$ cat config.mk
export PLATFORM = sky130hd
export DESIGN_NAME = vram_slot_sequencer
export DESIGN_NICKNAME = d
export VERILOG_FILES = /design/src/rtl/vram_slot_sequencer.sv
export SDC_FILE = /design/constraint.sdc
export NUM_CORES = 1
export LEC_CHECK = 0
export ABC_CLOCK_PERIOD_IN_PS = 1300
export BUFFER_PORTS_ARGS = -buffer_cell sky130_fd_sc_hd__buf_2
export CAP_MARGIN = 20
export CORE_AREA = 2 2 39 41
export DETAILED_ROUTE_END_ITERATION = 6
export DIE_AREA = 0 0 41 43
export GPL_TIMING_DRIVEN = 0
export PLACE_DENSITY_LB_ADDON = 0.1
export SLEW_MARGIN = 10
export SYNTH_ARGS = -nofsm -noshare
export SYNTH_HDL_FRONTEND = slang
export SYNTH_SLANG_ARGS = --single-unit
export TNS_END_PERCENT = 30
$ cat constraint.sdc
create_clock -name clk -period 1.3 [get_ports clk]
set_input_delay 0.13 -clock clk [delete_from_list [all_inputs] [get_ports clk]]
set_output_delay 0.13 -clock clk [all_outputs]
set_load 0.005 [all_outputs]
$ cat src/rtl/vram_slot_sequencer.sv
// VRAM time-slot sequencer and 68k access arbiter: one CPU window per 8-clock cell.
// Optional macro VRAM_HBLANK_CPU_EN lends the MO slot to the CPU during hblank.
module vram_slot_sequencer (
  input  logic       clk,
  input  logic       rst,
  input  logic       cpu_req,
  input  logic       cpu_we,
  input  logic       hblank,
  output logic [2:0] VRAC,
  output logic       VRAMWR,
  output logic       VRAMRD_b,
  output logic       VBUS_b,
  output logic       BR_W_b,
  output logic       vbd_le,
  output logic       dtack_b,
  output logic [2:0] phase
);

  // state | meaning
  // IDLE  | no CPU access pending
  // WAIT  | request seen, waiting for the next CPU window
  // GRANT | two-clock VRAM access window owned by the CPU
  // DONE  | access finished, dtack_b low until cpu_req drops
  typedef enum logic [1:0] {IDLE, WAIT, GRANT, DONE} state_t;

  state_t     state;
  logic [2:0] ph;
  logic       we_q;
  logic       borrow;
  logic       main_edge;
  logic       borrow_edge;
  logic       grant;

  assign main_edge = (ph == 3'd5);

`ifdef VRAM_HBLANK_CPU_EN
  assign borrow_edge = (ph == 3'd1) && hblank;
`else
  logic unused_hblank;
  assign unused_hblank = hblank;
  assign borrow_edge   = 1'b0;
`endif

  always_ff @(posedge clk or negedge rst) begin
    if (!rst) begin
      ph     <= 3'd0;
      state  <= IDLE;
      we_q   <= 1'b0;
      borrow <= 1'b0;
    end else begin
      ph <= ph + 3'd1;
      case (state)
        IDLE, WAIT: begin
          if (cpu_req && (main_edge || borrow_edge)) begin
            state  <= GRANT;
            we_q   <= cpu_we;
            borrow <= borrow_edge;
          end else if (cpu_req) begin
            state <= WAIT;
          end else begin
            state <= IDLE;
          end
        end
        // windows always start on an even phase, so odd phase is the last clock
        GRANT: if (ph[0]) state <= cpu_req ? DONE : IDLE;
        DONE:  if (!cpu_req) state <= IDLE;
        default: state <= IDLE;
      endcase
    end
  end

  // strobes decode from registered state so an async reset clears them at once
  assign grant    = (state == GRANT);
  assign VRAC     = {ph[0], (grant && borrow) ? 2'b11 : ph[2:1]};
  assign VBUS_b   = ~grant;
  assign BR_W_b   = ~(grant & we_q);
  assign VRAMRD_b = ~(grant & ~we_q);
  assign VRAMWR   = grant & we_q & ph[0];
  assign vbd_le   = grant & ~we_q & ph[0];
  assign dtack_b  = ~(state == DONE);
  assign phase    = ph;

endmodule

# After elaboration in Yosys (flattened, before gate mapping)
# Index checks and enable logic that the tools add are counted.
[op_classes]
n_bitwise = 9
mux = 6
eq_ne = 6
n_reduce_logical = 5
n_addsub = 1
[op_table]
columns = ["op", "n"]
rows = [
  ["2-to-1 mux 2 bit", 4],
  ["case mux 2 bit (3 select lines)", 1],
  ["inverter 1 bit", 5],
  ["AND 1 bit", 4],
  ["equality test 2 bit (second input constant)", 2],
  ["!= test 2 bit (second input constant)", 2],
  ["AND reduction 2 bit", 2],
  ["adder 3 x 1 -> 3 bit (second input constant)", 1],
  ["equality test 3 bit (second input constant)", 1],
  ["equality test 2 x 1 -> 1 bit (second input constant)", 1],
  ["zero test 2 bit", 1],
  ["OR reduction 2 bit", 1],
  ["logical AND 1 bit", 1],
  ["2-to-1 mux 1 bit", 1],
]
[totals]
elab_cells = 30
output_inout_bits = 12
in_bits = 5
regBits = 6

# Logic depth before layout (Yosys ltp)
[depth]
word_depth = 4
ltp_mapped = 4
ltp_nobuf = 4

# Worst setup path before layout
# OpenSTA, ideal clock, no wires.
[synth_timing]
path_kind = "reg2reg"
start = "register ph[0] (netlist: phase[0])"
end = "register we_q"
stages_incl_launch_ff = 4
arrival_ns = 1.044
setup_ns = 0.125
period_less_slack_ns = 1.169
path_buffers = 0
setup_slack_ns = 0.131
required_time_ns = 1.175
cell_sequence = "dfrtp_1 -> ha_1 -> nand4b_1 -> mux2_2"
[synth_via]
elab_chain_len = 3
[synth_lines]
columns = ["element", "line", "source"]
rows = [
  ["start: declaration", "27", "logic [2:0] ph;"],
  ["start signal: assignment", "51", "ph <= ph + 3'd1;"],
  ["equality test 3 bit", "34", "assign main_edge = (ph == 3'd5);"],
  ["logical AND 1 bit", "54", "if (cpu_req && (main_edge || borrow_edge)) begin"],
  ["AND reduction 2 bit (no line)", "n/a", ""],
  ["end signal: assignment", "56", "we_q <= cpu_we;"],
  ["end: declaration", "28", "logic we_q;"],
]
# No other way between the ends.
# A chain may end at the register's enable or synchronous reset.

# Worst setup path after layout
[layout_timing]
start = "register state[0]"
end = "output vbd_le"
[layout_via]
elab_chain_len = 3
[layout_lines]
columns = ["element", "line", "source"]
rows = [
  ["start: declaration", "26", "state_t state;"],
  ["start signal: assignment", "65", "GRANT: if (ph[0]) state <= cpu_req ? DONE : IDLE;"],
  ["equality test 2 bit", "73", "assign grant = (state == GRANT);"],
  ["AND 1 bit (2 in series)", "79", "assign vbd_le = grant & ~we_q & ph[0];"],
  ["end: declaration", "14", "output logic vbd_le,"],
]
# No other way between the ends.

==> metrics <==
Top FF cell, synth=dfrtp_1; register area share after synthesis=47.81%; Post-Syn Instances=30; pre-CTS setup slack=0.04271 ns; worst skew pair latency=0.24 ns; vias after detailed routing=271; CP max FO=5; final hold violation count=0; Initial Util=22.69%; Syn Nets=37; final-report max-slew violation count=0; P_int=0.0003277 W; final setup vio count=0; Avg Vias per Cell=4.106; leakage power=0.2472 nW; vias in the first global route=242; Clock Tree Buf Depth=2; Die X=41 um; Pwr Total=0.0004160 W; most frequent cells in the layout=15 x buf_2, 5 x inv_1, 5 x dfrtp_1; crit path kind=flip-flop to output port; CTS clock-pin slew for the worst setup and hold paths=0.05 ns; Worst setup SP type=flip-flop; Buffers on Ports=15; H-tree levels=1; post-detail-place hpwl=510.3 um; layout cells sized above 1=54.00%; Worst Tran Pin Value=0.1963 ns; nets=59; routed len/inst=9.848 um; Hold Worst Slack=0.1243 ns; clk_skew=0.004117 ns; Hold/Removal Path Class=primary input to flip-flop; P per Cell Area=908.4 mW/mm2; total clock sinks=6; Yosys warnings=0; status=finished clean; CTS Buf Count=3; crit end category=output port; I/O Pins=17; area grow syn2layout=45.82%; DRT Wirelength=650 um; Syn Area/Cell=10.47 um2; RSZ-0062 raised after global routing=true; GRT Total Usage=9.422%; Gate power share=11.4%; Async S/R FF share, synth=100.0%; Post-synth EDFFs=0; core area=0.001384 mm2; Switching Share=21.22%; post-synthesis register bit count=6; WP data required=1.17 ns; VDD IR max=0.3520 mV; setup slack after layout=0.02741 ns; Tcrit/Tclk final=97.89%; Die Ht=43 um; antenna violations before repair=0; leading cell type in the layout, fill and taps excluded=buf_2; library cells used by synthesis=16; largest net degree at the start of global routing=8; max-cap viol count=0; Max Clk Rate=0.7858 GHz; Routed Antenna Nets=0; Sw Pwr=0.00008828 W; initial DRC count=2; n_diodes=0; first-pass GRT wire length=1083 um; design area=457.9 um2; Rows=14; DP Area=409.1 um2; Slew HR=86.91%; min cycle time layout=1.273 ns; post-route setup TNS=0 ns; detailed-route DRC error count=0; DR pass1 iterations=2; GP Congestion=0.7000; CTS tree=done; die area=0.001763 mm2; CP Data Arrival Time=1.14 ns; mapped cell area=314.1 um2; power share of the clock group=39.7%; root buffer cell=clkbuf_4; Flop pwr share=49.0%; grt ovf=0
Yosys cell counts, drive strengths merged, types with 2 or more instances:
cell	number	area, um2
inv	5	18.77
dfrtp	6	150.1
buf	3	22.52
ha	2	25.02
nand2	3	11.26
per-stage QoR:
step	util, %	cells
after floorplan	-	30
after global placement	29.57	61
after detailed placement	29.57	61
after CTS	32.82	66
after global routing	33.09	66
final	33.09	66
final timing paths:
kind                            depth (start not counted)        to  slack [ns]     start
max in group asynchronous                               2  phase[0]        0.89       rst
worst max-delay path                                    3    vbd_le        0.03  state[0]
worst min-delay path                                    2      we_q        0.12    cpu_we
worst max register to register                          3      we_q        0.11  phase[0]
worst min register to register                          1  phase[0]        0.54  phase[0]
min in group asynchronous                               2  state[0]        0.25       rst
power by group through the flow:
stage / logic, W / registers (W) / clock network [W]
floorplan: 0.0000199 / 0.000205 / 0
global placement: 0.0000386 / 0.000207 / 0
detailed placement: 0.0000400 / 0.000207 / 0
CTS: 0.0000483 / 0.000204 / 0.000177
global route: 0.0000546 / 0.000206 / 0.000186
finish: 0.0000473 / 0.000204 / 0.000165
cells by family (layout without fill, tap and decap cells):
logic type,Yosys count,count (layout),synth area share [%]
AOI/OAI and AO/OA,3,3,6.372
xor gates and xnor gates,1,1,2.789
adders and majority gates,2,2,7.967
buffers and inverters,8,28,13.15
DFF,6,6,47.81
muxes,1,1,3.585
and+or+nand+nor,9,9,18.33
sequential cells by signal, indices dropped and copies added (netlist names):
signal	count
phase	3
state	2
we_q	1
cell type report:
class | count | area (um2)
timing repair buffer | 17 | 92.59
tap | 16 | 20.02
inverter | 5 | 18.77
multi-input combinational | 16 | 130.1
buffer | 3 | 22.52
fill | 158 | 925.9
clock buffer | 3 | 22.52
sequential | 6 | 151.4
worst max-delay path, stage by stage (launching register included):
cell	delay [ns]
dfrtp_1	0.38
and2b_2	0.25
nor3b_2	0.15
buf_2	0.13
timing repair:
action | in CTS | in global routing
endpoints found under the setup margin | 2 | 3
hold endpoints to repair | 6 | 0
setup buffers | 1 | 0
pin swaps | 0 | 1
hold buffers | 1 | 0
gates resized for setup | 1 | 2
layer usage:
metal / GRT usage [%] / vias to the layer above / wire length (um)
li1: - / 134 / -
met1: 12.25 / 126 / 266
met2: 12.81 / 11 / 318
met3: 3.141 / 0 / 64
met4: 6.000 / 0 / 0
met5: 0 / - / 0
Power figures use the tool's default switching activity.
